[config.mk]
export PLATFORM = sky130hd
export DESIGN_NAME = vga_sync_gen_flat
export DESIGN_NICKNAME = d
export VERILOG_FILES = /design/src/rtl/vga_sync_if.sv /design/src/rtl/vga_sync_gen.sv /design/src/flat_wrapper.sv
export SDC_FILE = /design/constraint.sdc
export NUM_CORES = 1
export LEC_CHECK = 0
export CAP_MARGIN = 20
export CORE_ASPECT_RATIO = 1.4
export CORE_MARGIN = 2
export CORE_UTILIZATION = 55
export CTS_BUF_LIST = sky130_fd_sc_hd__clkbuf_2
export CTS_CLUSTER_DIAMETER = 120
export DETAILED_ROUTE_END_ITERATION = 12
export PLACE_DENSITY_LB_ADDON = 0.3
export SETUP_SLACK_MARGIN = 0.3
export SLEW_MARGIN = 30
export SYNTH_ARGS = -nofsm -noshare
export SYNTH_HDL_FRONTEND = slang
export SYNTH_SLANG_ARGS = --single-unit
[constraint.sdc]
create_clock -name i_Clk -period 4.3 [get_ports i_Clk]
set_input_delay 0.86 -clock i_Clk [delete_from_list [all_inputs] [get_ports i_Clk]]
set_output_delay 0.86 -clock i_Clk [all_outputs]
set_load 0.02 [all_outputs]
[src/rtl/vga_sync_if.sv]
// Raster timing bundle produced by vga_sync_gen and consumed by the pattern generator.
interface vga_sync_if;
    logic       hsync;
    logic       vsync;
    logic       active;
    logic [9:0] col_count;
    logic [9:0] row_count;
    logic       frame_start;
    logic       hsync_dly;
    logic       vsync_dly;

    modport master (
        output hsync, vsync, active, col_count, row_count,
               frame_start, hsync_dly, vsync_dly
    );

    modport slave (
        input  hsync, vsync, active, col_count, row_count,
               frame_start, hsync_dly, vsync_dly
    );
endinterface

[src/rtl/vga_sync_gen.sv]
// Free-running VGA raster counter with registered sync/active/coordinate outputs
// and an optional shift-register delay on the sync copies.
module vga_sync_gen #(
    parameter int TOTAL_COLS  = 800,
    parameter int TOTAL_ROWS  = 525,
    parameter int ACTIVE_COLS = 640,
    parameter int ACTIVE_ROWS = 480,
    parameter int H_FRONT     = 16,
    parameter int H_SYNC      = 96,
    parameter int V_FRONT     = 10,
    parameter int V_SYNC      = 2,
    parameter int SYNC_DELAY  = 0
) (
    input  logic       i_Clk,
    input  logic       i_Rst_L,
    vga_sync_if.master vga
);

    localparam logic [9:0] COL_LAST  = 10'(TOTAL_COLS - 1);
    localparam logic [9:0] ROW_LAST  = 10'(TOTAL_ROWS - 1);
    localparam logic [9:0] ACT_COLS  = 10'(ACTIVE_COLS);
    localparam logic [9:0] ACT_ROWS  = 10'(ACTIVE_ROWS);
    localparam logic [9:0] HS_FIRST  = 10'(ACTIVE_COLS + H_FRONT);
    localparam logic [9:0] HS_LAST   = 10'(ACTIVE_COLS + H_FRONT + H_SYNC - 1);
    localparam logic [9:0] VS_FIRST  = 10'(ACTIVE_ROWS + V_FRONT);
    localparam logic [9:0] VS_LAST   = 10'(ACTIVE_ROWS + V_FRONT + V_SYNC - 1);

    logic [9:0] col_r, row_r;
    logic [9:0] col_next_s, row_next_s;
    logic       active_s, hsync_s, vsync_s, frame_start_s;

    logic [9:0] col_out_r, row_out_r;
    logic       active_r, hsync_r, vsync_r, frame_start_r;

    // Next raster position: column wraps every line, row wraps every frame.
    always_comb begin
        col_next_s = col_r;
        row_next_s = row_r;
        if (col_r == COL_LAST) begin
            col_next_s = 10'd0;
            if (row_r == ROW_LAST) begin
                row_next_s = 10'd0;
            end else begin
                row_next_s = row_r + 10'd1;
            end
        end else begin
            col_next_s = col_r + 10'd1;
        end
    end

    // Decode the current counter position into timing flags (syncs active-low).
    always_comb begin
        active_s      = (col_r < ACT_COLS) && (row_r < ACT_ROWS);
        hsync_s       = !((col_r >= HS_FIRST) && (col_r <= HS_LAST));
        vsync_s       = !((row_r >= VS_FIRST) && (row_r <= VS_LAST));
        frame_start_s = (col_r == 10'd0) && (row_r == 10'd0);
    end

    // Raster position counters.
    always_ff @(posedge i_Clk or negedge i_Rst_L) begin
        if (!i_Rst_L) begin
            col_r <= 10'd0;
            row_r <= 10'd0;
        end else begin
            col_r <= col_next_s;
            row_r <= row_next_s;
        end
    end

    // Output stage: every output registered from the same counter value.
    always_ff @(posedge i_Clk or negedge i_Rst_L) begin
        if (!i_Rst_L) begin
            col_out_r     <= 10'd0;
            row_out_r     <= 10'd0;
            active_r      <= 1'b0;
            hsync_r       <= 1'b1;
            vsync_r       <= 1'b1;
            frame_start_r <= 1'b0;
        end else begin
            col_out_r     <= col_r;
            row_out_r     <= row_r;
            active_r      <= active_s;
            hsync_r       <= hsync_s;
            vsync_r       <= vsync_s;
            frame_start_r <= frame_start_s;
        end
    end

    assign vga.col_count   = col_out_r;
    assign vga.row_count   = row_out_r;
    assign vga.active      = active_r;
    assign vga.hsync       = hsync_r;
    assign vga.vsync       = vsync_r;
    assign vga.frame_start = frame_start_r;

    generate
        if (SYNC_DELAY == 0) begin : g_no_dly
            assign vga.hsync_dly = hsync_r;
            assign vga.vsync_dly = vsync_r;
        end else begin : g_dly
            logic [SYNC_DELAY-1:0] hpipe_r, vpipe_r;

            // Sync delay line; preset to the inactive level so it never glitches low after reset.
            always_ff @(posedge i_Clk or negedge i_Rst_L) begin
                if (!i_Rst_L) begin
                    hpipe_r <= {SYNC_DELAY{1'b1}};
                    vpipe_r <= {SYNC_DELAY{1'b1}};
                end else begin
                    hpipe_r[0] <= hsync_r;
                    vpipe_r[0] <= vsync_r;
                    for (int i = 1; i < SYNC_DELAY; i++) begin
                        hpipe_r[i] <= hpipe_r[i-1];
                        vpipe_r[i] <= vpipe_r[i-1];
                    end
                end
            end

            assign vga.hsync_dly = hpipe_r[SYNC_DELAY-1];
            assign vga.vsync_dly = vpipe_r[SYNC_DELAY-1];
        end
    endgenerate

endmodule

[src/flat_wrapper.sv]
// flat-port wrapper written by rule: the top's interface ports become plain ports
module vga_sync_gen_flat 
#(
    parameter int TOTAL_COLS  = 800,
    parameter int TOTAL_ROWS  = 525,
    parameter int ACTIVE_COLS = 640,
    parameter int ACTIVE_ROWS = 480,
    parameter int H_FRONT     = 16,
    parameter int H_SYNC      = 96,
    parameter int V_FRONT     = 10,
    parameter int V_SYNC      = 2,
    parameter int SYNC_DELAY  = 0
)
  (i_Clk, i_Rst_L, vga_hsync, vga_vsync, vga_active, vga_col_count, vga_row_count, vga_frame_start, vga_hsync_dly, vga_vsync_dly);
  vga_sync_if vga_i ();
  input  logic i_Clk;
  input  logic i_Rst_L;
  output wire logic [$bits(vga_i.hsync)-1:0] vga_hsync;
  output wire logic [$bits(vga_i.vsync)-1:0] vga_vsync;
  output wire logic [$bits(vga_i.active)-1:0] vga_active;
  output wire logic [$bits(vga_i.col_count)-1:0] vga_col_count;
  output wire logic [$bits(vga_i.row_count)-1:0] vga_row_count;
  output wire logic [$bits(vga_i.frame_start)-1:0] vga_frame_start;
  output wire logic [$bits(vga_i.hsync_dly)-1:0] vga_hsync_dly;
  output wire logic [$bits(vga_i.vsync_dly)-1:0] vga_vsync_dly;
  assign vga_hsync = vga_i.hsync;
  assign vga_vsync = vga_i.vsync;
  assign vga_active = vga_i.active;
  assign vga_col_count = vga_i.col_count;
  assign vga_row_count = vga_i.row_count;
  assign vga_frame_start = vga_i.frame_start;
  assign vga_hsync_dly = vga_i.hsync_dly;
  assign vga_vsync_dly = vga_i.vsync_dly;
  vga_sync_gen #(.TOTAL_COLS(TOTAL_COLS), .TOTAL_ROWS(TOTAL_ROWS), .ACTIVE_COLS(ACTIVE_COLS), .ACTIVE_ROWS(ACTIVE_ROWS), .H_FRONT(H_FRONT), .H_SYNC(H_SYNC), .V_FRONT(V_FRONT), .V_SYNC(V_SYNC), .SYNC_DELAY(SYNC_DELAY)) u_core (.i_Clk(i_Clk), .i_Rst_L(i_Rst_L), .vga(vga_i));
endmodule
==> flow_summary.ini, run 1 <==
[status]
outcome = completed

[placed_design]
pre_cts_slack_ns = 2.33
dp_cells = 203
gp_congestion = 0.850
portBuffers = 27
dp_hpwl_um = 2140

[pwr]
leakage_nw = 0.918
vdd.ir_drop.worst_v = 0.000237
power.density_nw_per_um2 = 279

[worst_setup_path]
reg2reg_depth = 5
crit_family = buffers and inverters
cp.depth = 1
path_class = register to primary output
path_buf_inv = 1
crit_path_cell_trace = clkdlybuf4s50_1
worstPathRequired_ns = 3.44
slowest_delay_ns = 0.60
cp-end-kind = primary output
crit_fanout = 2
cpMaxStageDelayCell = clkdlybuf4s50_1
critical_path_arrival_ns = 1.56
cp-start-kind = register

[sta]
rsz0062_at_grt = false
clock_skew_ns = 0.0255
min_period_ns = 2.42
finalWorstSetupSlack_ns = 1.88
fin_crit_sh_pct = 56.2
max_freq_mhz = 414
hold_viol = 0
setup_viol = 0
drv_slew = 0
slew_headroom_pct = 66.1
worstMarginPinSlew_ns = 0.509
fin_tns_setup_ns = 0

[cts]
postCtsSetupRepairBufs = 0
clk_latency_ns = 0.39
clockRootBuffer = clkbuf_2
ctsHoldBuffers = 0
cts_max_path_buffers = 2
cts.reportedPaths.clkPinSlew_ns = 0.20
numCtsBuffers = 5
cts_resized = 0
clock_sinks = 44
htree_levels = 2
cts_tree = yes

[final_layout]
nFillCells = 255
final_cell_mix = 42 x dfrtp_1, 26 x clkdlybuf4s50_1, 10 x nand2_1
drive_gt1_share_pct = 13.4
seqCellArea_um2 = 1100
multi_input_area_um2 = 608
n_antenna_cell = 0
finalNonFillerCells = 211
final_common_cell = dfrtp_1
area_growth_pct = 15.8
nets = 178

[floorplanning]
fp-row-count = 24
ios = 28
dieArea_um2 = 3760
fp.dieH_um = 71.7
die_w_um = 52.4
core-area_um2 = 3120
initial_core_util_pct = 57.7

[synth]
synth_compound_area_share_pct = 5.62
synth_warnings = 0
yosys.area_share.simple_pct = 19.2
synth.area.mux_share_pct = 0.625
synthAdderAreaFrac_pct = 3.47
syn_area_per_cell_um2 = 12.3
synthCells = 146
syn-cell-area_um2 = 1800
ys_seq_area_share_pct = 61.2
synth_top_family_by_area = simple AND/OR/NAND/NOR gates
synth_cell_type_count = 40
synth.ff_latch_count = 44
synth_xor_area_share_pct = 4.86
synth_fp_nets = 153

[global_route]
grt_max_degree = 45
gr-total-overflow = 0
first_global_vias = 1132
grt.total_usage_pct = 18.6
grt_pass1_wl_um = 5000
antenna_found_initial = 0

[drt]
antenna_left = 0
routed_via_density = 5.82
wirelength_um = 3020
route.detailed.drc = 0
wl_per_cell_um = 14.3
dr.pass1.iters = 4
vias = 1228
dr.first_iter.drc_count = 34

[worst_hold_path]
min_path_type = input port to asynchronous set/reset pin

[flow_run]
max_cap_violations = 0
==> report_power, final <==
part           switching, mW  internal (mW)
logic                0.00710       0.000607
clock network          0.116         0.0444
registers                  0          0.414
==> synth_stat cells <==
| cell | n | area (um2) |
|---|---|---|
| a21boi_0 | 1 | 7.51 |
| a21oi_1 | 4 | 20.0 |
| a22o_1 | 1 | 8.76 |
| a22o_2 | 1 | 10.0 |
| a31o_2 | 1 | 8.76 |
| a31oi_1 | 1 | 6.26 |
| a41oi_1 | 1 | 8.76 |
| and2_1 | 1 | 6.26 |
| and2_2 | 2 | 15.0 |
| and3_1 | 1 | 6.26 |
| and3_2 | 1 | 7.51 |
| and4_2 | 2 | 20.0 |
| and4_4 | 1 | 11.3 |
| and4b_2 | 1 | 11.3 |
| buf_4 | 4 | 30.0 |
| buf_6 | 3 | 33.8 |
| clkbuf_1 | 1 | 3.75 |
| clkbuf_2 | 1 | 5.00 |
| dfrtp_1 | 42 | 1050 |
| dfstp_2 | 2 | 52.6 |
| ha_1 | 5 | 62.6 |
| inv_1 | 5 | 18.8 |
| mux2_2 | 1 | 11.3 |
| nand2_1 | 10 | 37.5 |
| nand3_1 | 6 | 30.0 |
| nand3b_1 | 2 | 15.0 |
| nand4_1 | 7 | 43.8 |
| nand4_4 | 1 | 21.3 |
| nor2_1 | 8 | 30.0 |
| nor3_1 | 8 | 40.0 |
| nor3_4 | 1 | 16.3 |
| nor3b_1 | 1 | 7.51 |
| nor4_1 | 3 | 18.8 |
| o211ai_1 | 1 | 7.51 |
| o21a_1 | 1 | 7.51 |
| o21ai_0 | 2 | 10.0 |
| o22ai_1 | 1 | 6.26 |
| or4_1 | 1 | 7.51 |
| xnor2_1 | 8 | 70.1 |
| xor2_1 | 2 | 17.5 |
==> routing by layer <==
metal | track usage [%] | wire (um)
met1 | 20.4 | 1130
met2 | 30.8 | 1680
met3 | 6.04 | 133
met4 | 10.5 | 79
met5 | 0 | 0
==> cell families (layout without fill, tap and decap cells) <==
| family | Yosys count | count (layout) |
|---|---|---|
| buffers and inverters | 14 | 40 |
| adders and majority gates | 5 | 5 |
| DFF | 44 | 44 |
| AOI/OAI and AO/OA | 15 | 15 |
| muxes | 1 | 1 |
| xor gates and xnor gates | 10 | 10 |
| and+or+nand+nor | 57 | 57 |
==> cell type report <==
class | instances | share of cell area, %
multi-input cells | 88 | 29.1
clock buffers | 7 | 1.68
inverters | 5 | 0.899
well taps | 39 | 2.34
clock inverters | 1 | 0.240
flip-flops and latches | 44 | 52.9
repair buffers | 27 | 12.8
==> registers in the layout, summed over array words and instances, names as in the netlist <==
name                    cells
u_core.col_r               10
u_core.row_r               10
u_core.vga.col_count       10
u_core.vga.row_count       10
u_core.vga.active           1
u_core.vga.frame_start      1
u_core.vga.hsync            1
u_core.vga.vsync            1
==> final timing paths <==
kind / startpoint / to / slack [ns]
max: u_core.vga.vsync / vga_vsync_dly / 1.88
min in group i_Clk: u_core.col_r[0] / u_core.vga.col_count[0] / 0.50
min reg2reg: u_core.col_r[0] / u_core.vga.col_count[0] / 0.50
min: i_Rst_L / u_core.vga.col_count[0] / 0.40
max in group asynchronous: i_Rst_L / u_core.vga.hsync / 3.50
max reg2reg: u_core.col_r[0] / u_core.row_r[9] / 2.50
==> metrics by stage <==
step                hold slack [ns]  utilization (%)  total power [mW]  instance area, um2
CTS                           0.502             66.7             0.592                2080
global placement              0.441             65.5             0.430                2040
floorplan                     0.353                -             0.422                1800
detailed placement            0.447             65.5             0.430                2040
finish                        0.404             66.8             0.582                2090
global route                  0.384             66.8             0.611                2090
Note: power is estimated with default switching activity, not from simulation.
==> run 2, diff against run 1 <==
==> constraint.sdc (replaced) <==
create_clock -name i_Clk -period 2.41 [get_ports i_Clk]
set_input_delay 0.482 -clock i_Clk [delete_from_list [all_inputs] [get_ports i_Clk]]
set_output_delay 0.482 -clock i_Clk [all_outputs]
set_load 0.02 [all_outputs]
==> flow_summary.ini, run 2 (synthesis results as in run 1) <==
[final_layout]
area_growth_pct = 16.2
nets = 179
final_common_cell = dfrtp_1
drive_gt1_share_pct = 13.3
final_cell_mix = 42 x dfrtp_1, 24 x clkdlybuf4s50_1, 10 x nand2_1
nFillCells = 239
n_antenna_cell = 0
finalNonFillerCells = 212

[placed_design]
dp_hpwl_um = 2340
gp_congestion = 0.883
portBuffers = 27
dp_cells = 204

[worst_setup_path]
path_buf_inv = 1
cp-start-kind = register
cpMaxStageDelayCell = clkdlybuf4s50_1
slowest_delay_ns = 0.59
cp-end-kind = primary output
crit_family = buffers and inverters
critical_path_arrival_ns = 1.56
reg2reg_slack_ns = 0.60
path_class = register to primary output
crit_path_cell_trace = clkdlybuf4s50_1
crit_fanout = 2
worstPathRequired_ns = 1.93

[cts]
cts_max_path_buffers = 2
clockRootBuffer = clkbuf_2
cts.reportedPaths.clkPinSlew_ns = 0.20
clk_latency_ns = 0.41
ctsHoldBuffers = 0
htree_levels = 2
cts_tree = yes
numCtsBuffers = 5
postCtsSetupRepairBufs = 0
clock_sinks = 44

[sta]
drv_slew = 0
fin_crit_sh_pct = 84.7
max_freq_mhz = 490
hold_viol = 0
worstMarginPinSlew_ns = 0.493
slew_headroom_pct = 67.1
min_period_ns = 2.04
setup_viol = 0
clock_skew_ns = 0.0238
fin_tns_setup_ns = 0
rsz0062_at_grt = false

[drt]
dr.pass1.iters = 4
wirelength_um = 3210
top_layer = met4
wl_met2_um = 1790
vias = 1212
antenna_left = 0
dr.first_iter.drc_count = 20
routed_via_density = 5.72
wl_per_cell_um = 15.2
wl_met3_um = 136
route.layer.met1.wl_um = 1220
route.detailed.drc = 0

[pwr]
clockPowerShare_pct = 27.5
p_int_mw = 0.806
power.density_nw_per_um2 = 497
switchingPower_mw = 0.235
power.share.switching_pct = 22.6
leakage_nw = 0.918
comb_power_share_pct = 1.4
seq_power_share_pct = 71.0
vdd.ir_drop.worst_v = 0.000382

[global_route]
grt_pass1_wl_um = 5460
antenna_found_initial = 0
first_global_vias = 1107
gr-total-overflow = 0
grt_max_degree = 25
grt.total_usage_pct = 20.0

[floorplanning]
core-area_um2 = 3120
fp.dieH_um = 71.7
dieArea_um2 = 3760
die_w_um = 52.4
initial_core_util_pct = 57.7
ios = 28
fp-row-count = 24

[status]
outcome = completed

[flow_run]
max_cap_violations = 0

[worst_hold_path]
min_path_type = input port to asynchronous set/reset pin
## run 2: changes by cell type in the layout (fill, tap and decap cells not counted), sizes merged
cell | before | now
buf | 1 | 2
clkdlybuf4s50 | 26 | 24
dlymetal6s2s | 0 | 2
clkbuf | 7 | 5
clkinv | 1 | 3
## run 2: final cells by class
type	instances	area, um2	area share [%]
clock buffers	5	25.0	1.19
repair buffers	28	278	13.3
multi-input cells	88	608	29.0
well taps	39	48.8	2.33
inverters	5	18.8	0.896
clock inverters	3	13.8	0.657
flip-flops and latches	44	1100	52.7
## run 2: timing repair
action | 4_1_cts | 5_1_grt
endpoints found under the hold margin | 0 | 0
setup endpoints to repair | 0 | 2
resized for setup | 0 | 2
## run 2: final timing paths
check	start	depth (start not counted)	to
max	u_core.vga.hsync	1	vga_hsync
min	i_Rst_L	1	u_core.col_r[6]
max reg2reg	u_core.col_r[0]	5	u_core.row_r[9]
min reg2reg	u_core.col_r[1]	0	u_core.vga.col_count[1]
max in group asynchronous	i_Rst_L	2	u_core.row_r[0]
min in group i_Clk	u_core.col_r[1]	0	u_core.vga.col_count[1]
## run 2: through the flow
| step | util [%] | setup WS [ns] | power, mW | cell area (um2) | hold slack, ns |
|---|---|---|---|---|---|
| after floorplan | - | 0.807 | 0.753 | 1800 | 0.186 |
| after global placement | 65.7 | 0.721 | 0.768 | 2050 | 0.427 |
| after detailed placement | 65.7 | 0.645 | 0.768 | 2050 | 0.434 |
| after CTS | 66.9 | 0.331 | 1.05 | 2090 | 0.0132 |
| after global routing | 67.1 | 0.303 | 1.09 | 2100 | 0.0112 |
| final | 67.1 | 0.370 | 1.04 | 2100 | 0.00640 |
## run 2: power by group through the flow
stage	Sequential [mW]	Combinational, mW	Clock (mW)
finish	0.739	0.0149	0.287
global route	0.740	0.0184	0.327
CTS	0.740	0.0159	0.292
detailed placement	0.752	0.0159	0
global placement	0.752	0.0155	0
floorplan	0.753	0.000000248	0
## run 2: metal layers
metal | global-route usage [%] | vias up
met5 | 0 | -
met2 | 34.3 | 34
met3 | 5.00 | 7
li1 | - | 564
met1 | 23.7 | 607
met4 | 7.69 | 0
==> run 3, diff against run 2 <==
--- a/config.mk
+++ b/config.mk
@@ -8,7 +8,7 @@
 export CAP_MARGIN = 20
 export CORE_ASPECT_RATIO = 1.4
 export CORE_MARGIN = 2
-export CORE_UTILIZATION = 55
+export CORE_UTILIZATION = 50
 export CTS_BUF_LIST = sky130_fd_sc_hd__clkbuf_2
 export CTS_CLUSTER_DIAMETER = 120
 export DETAILED_ROUTE_END_ITERATION = 12
==> constraint.sdc (replaced) <==
create_clock -name i_Clk -period 1.85 [get_ports i_Clk]
set_input_delay 0.37 -clock i_Clk [delete_from_list [all_inputs] [get_ports i_Clk]]
set_output_delay 0.37 -clock i_Clk [all_outputs]
set_load 0.02 [all_outputs]
==> flow_summary.ini, run 3 (synthesis results as in run 1) <==
[status]
outcome = completed

[drt]
dr.first_iter.drc_count = 40
vias = 1297
routed_via_density = 5.59
wirelength_um = 3600
dr.pass1.iters = 4
route.detailed.drc = 0
antenna_left = 0
wl_per_cell_um = 15.5

[cts]
clk_latency_ns = 0.39
htree_levels = 2
cts.reportedPaths.clkPinSlew_ns = 0.20
numCtsBuffers = 5
cts_max_path_buffers = 2
clockRootBuffer = clkbuf_2
clock_sinks = 44
cts_tree = yes

[placed_design]
pre_cts_slack_ns = 0.136
portBuffers = 27
dp_hpwl_um = 2420
gp_congestion = 0.842

[worst_setup_path]
cp-end-kind = register
crit_family = simple AND/OR/NAND/NOR gates
slowest_delay_ns = 0.45
cp-start-kind = register
path_buf_inv = 0
crit_fanout = 5
path_class = register to register
critical_path_arrival_ns = 1.84
cpMaxStageDelayCell = dfrtp_1
worstPathRequired_ns = 2.14
cpMostUsedCell = and4_4
crit_path_cell_trace = ha_4, and4_4, and4_4, o21ai_1, a22o_1

[final_layout]
nFillCells = 268
n_antenna_cell = 0
multi_input_area_um2 = 662
area_growth_pct = 24.7
seqCellArea_um2 = 1110
fin_util_pct = 65.9
final_cell_mix = 36 x dfrtp_1, 20 x buf_4, 18 x dlygate4sd2_1
final_common_cell = dfrtp_1
drive_gt1_share_pct = 29.7
nets = 198

[pwr]
seq_power_share_pct = 71.1
p_int_mw = 1.07
power.share.switching_pct = 21.2
switchingPower_mw = 0.287
clockPowerShare_pct = 27.4
power.density_nw_per_um2 = 602
vdd.ir_drop.worst_v = 0.000612
power_mw = 1.35
leakage_nw = 1.09
comb_power_share_pct = 1.4

[sta]
slew_headroom_pct = 64.6
fin_tns_setup_ns = 0
drv_slew = 0
max_freq_mhz = 643
setup_viol = 0
min_period_ns = 1.55
worstMarginPinSlew_ns = 0.530
rsz0062_at_grt = true
fin_crit_sh_pct = 84.0
hold_viol = 0
finalWorstSetupSlack_ns = 0.296
clock_skew_ns = 0.0129

[floorplanning]
fp.dieH_um = 75.1
die_w_um = 54.8
ios = 28
fp-row-count = 25
initial_core_util_pct = 52.9
dieArea_um2 = 4110
core-area_um2 = 3410

[global_route]
grt_pass1_wl_um = 5730
antenna_found_initial = 0
grt.total_usage_pct = 20.3
gr-total-overflow = 0
first_global_vias = 1205
grt_max_degree = 45

[flow_run]
max_cap_violations = 0

[worst_hold_path]
min_path_type = input port to asynchronous set/reset pin
run 3: changes by cell type in the layout (fill, tap and decap cells not counted), sizes merged:
cell	previous run	this run
clkbuf	5	8
and4	3	4
dlymetal6s2s	2	0
clkdlybuf4s15	0	4
buf	2	23
clkdlybuf4s50	24	0
dlygate4sd2	0	18
clkinv	3	1
run 3: stage by stage:
step / std cells / area [um2] / hold WS [ns]
2_1_floorplan: 146 / 1810 / 0.0744
3_3_place_gp: 210 / 2090 / 0.434
3_5_place_dp: 210 / 2090 / 0.457
4_1_cts: 228 / 2200 / 0.0121
5_1_grt: 232 / 2250 / 0.0125
6_report: 232 / 2250 / 0.0186
run 3: power groups by stage:
stage	sequential, mW	clock (mW)	combinational (mW)
floorplan	0.980	0	0.000000252
global placement	0.980	0	0.0203
detailed placement	0.980	0	0.0211
CTS	0.963	0.388	0.0209
global route	0.964	0.434	0.0240
finish	0.963	0.371	0.0195
run 3: routing by layer:
| metal | vias to the layer above | track usage, % | routed length [um] |
|---|---|---|---|
| met1 | 636 | 23.6 | 1390 |
| li1 | 607 | - | - |
| met2 | 41 | 33.1 | 1920 |
| met4 | 0 | 11.9 | 138 |
| met3 | 13 | 4.96 | 142 |
| met5 | - | 0 | 0 |
run 3: worst paths after layout:
check,start,to,slack [ns],depth (start not counted)
max,u_core.col_r[1],u_core.row_r[9],0.30,5
min,i_Rst_L,u_core.vga.col_count[6],0.02,2
max reg2reg,u_core.col_r[1],u_core.row_r[9],0.30,5
min reg2reg,u_core.row_r[1],u_core.vga.row_count[1],0.50,0
max in group asynchronous,i_Rst_L,u_core.row_r[0],1.44,2
min in group i_Clk,u_core.row_r[1],u_core.vga.row_count[1],0.50,0
run 3: final cells by class:
| type | instances | area share [%] |
|---|---|---|
| tap | 40 | 2.23 |
| inverter | 5 | 0.835 |
| timing repair buffer | 46 | 16.4 |
| clock buffer | 7 | 1.56 |
| clock inverter | 1 | 0.167 |
| sequential | 44 | 49.4 |
| multi-input combinational | 89 | 29.4 |
run 3: timing repair:
item	in CTS	in global routing
resized for setup	42	15
endpoints found under the setup margin	36	16
endpoints found under the hold margin	0	0
hold buffers	0	0
gates cloned	1	0
buffers inserted	9	4
pin swaps	2	5
run 3: worst reg2reg max path: stages, from the launching register on:
cell and delay, ns:
dfrtp_1 0.45, ha_4 0.17, and4_4 0.27, and4_4 0.28, o21ai_1 0.08, a22o_1 0.23
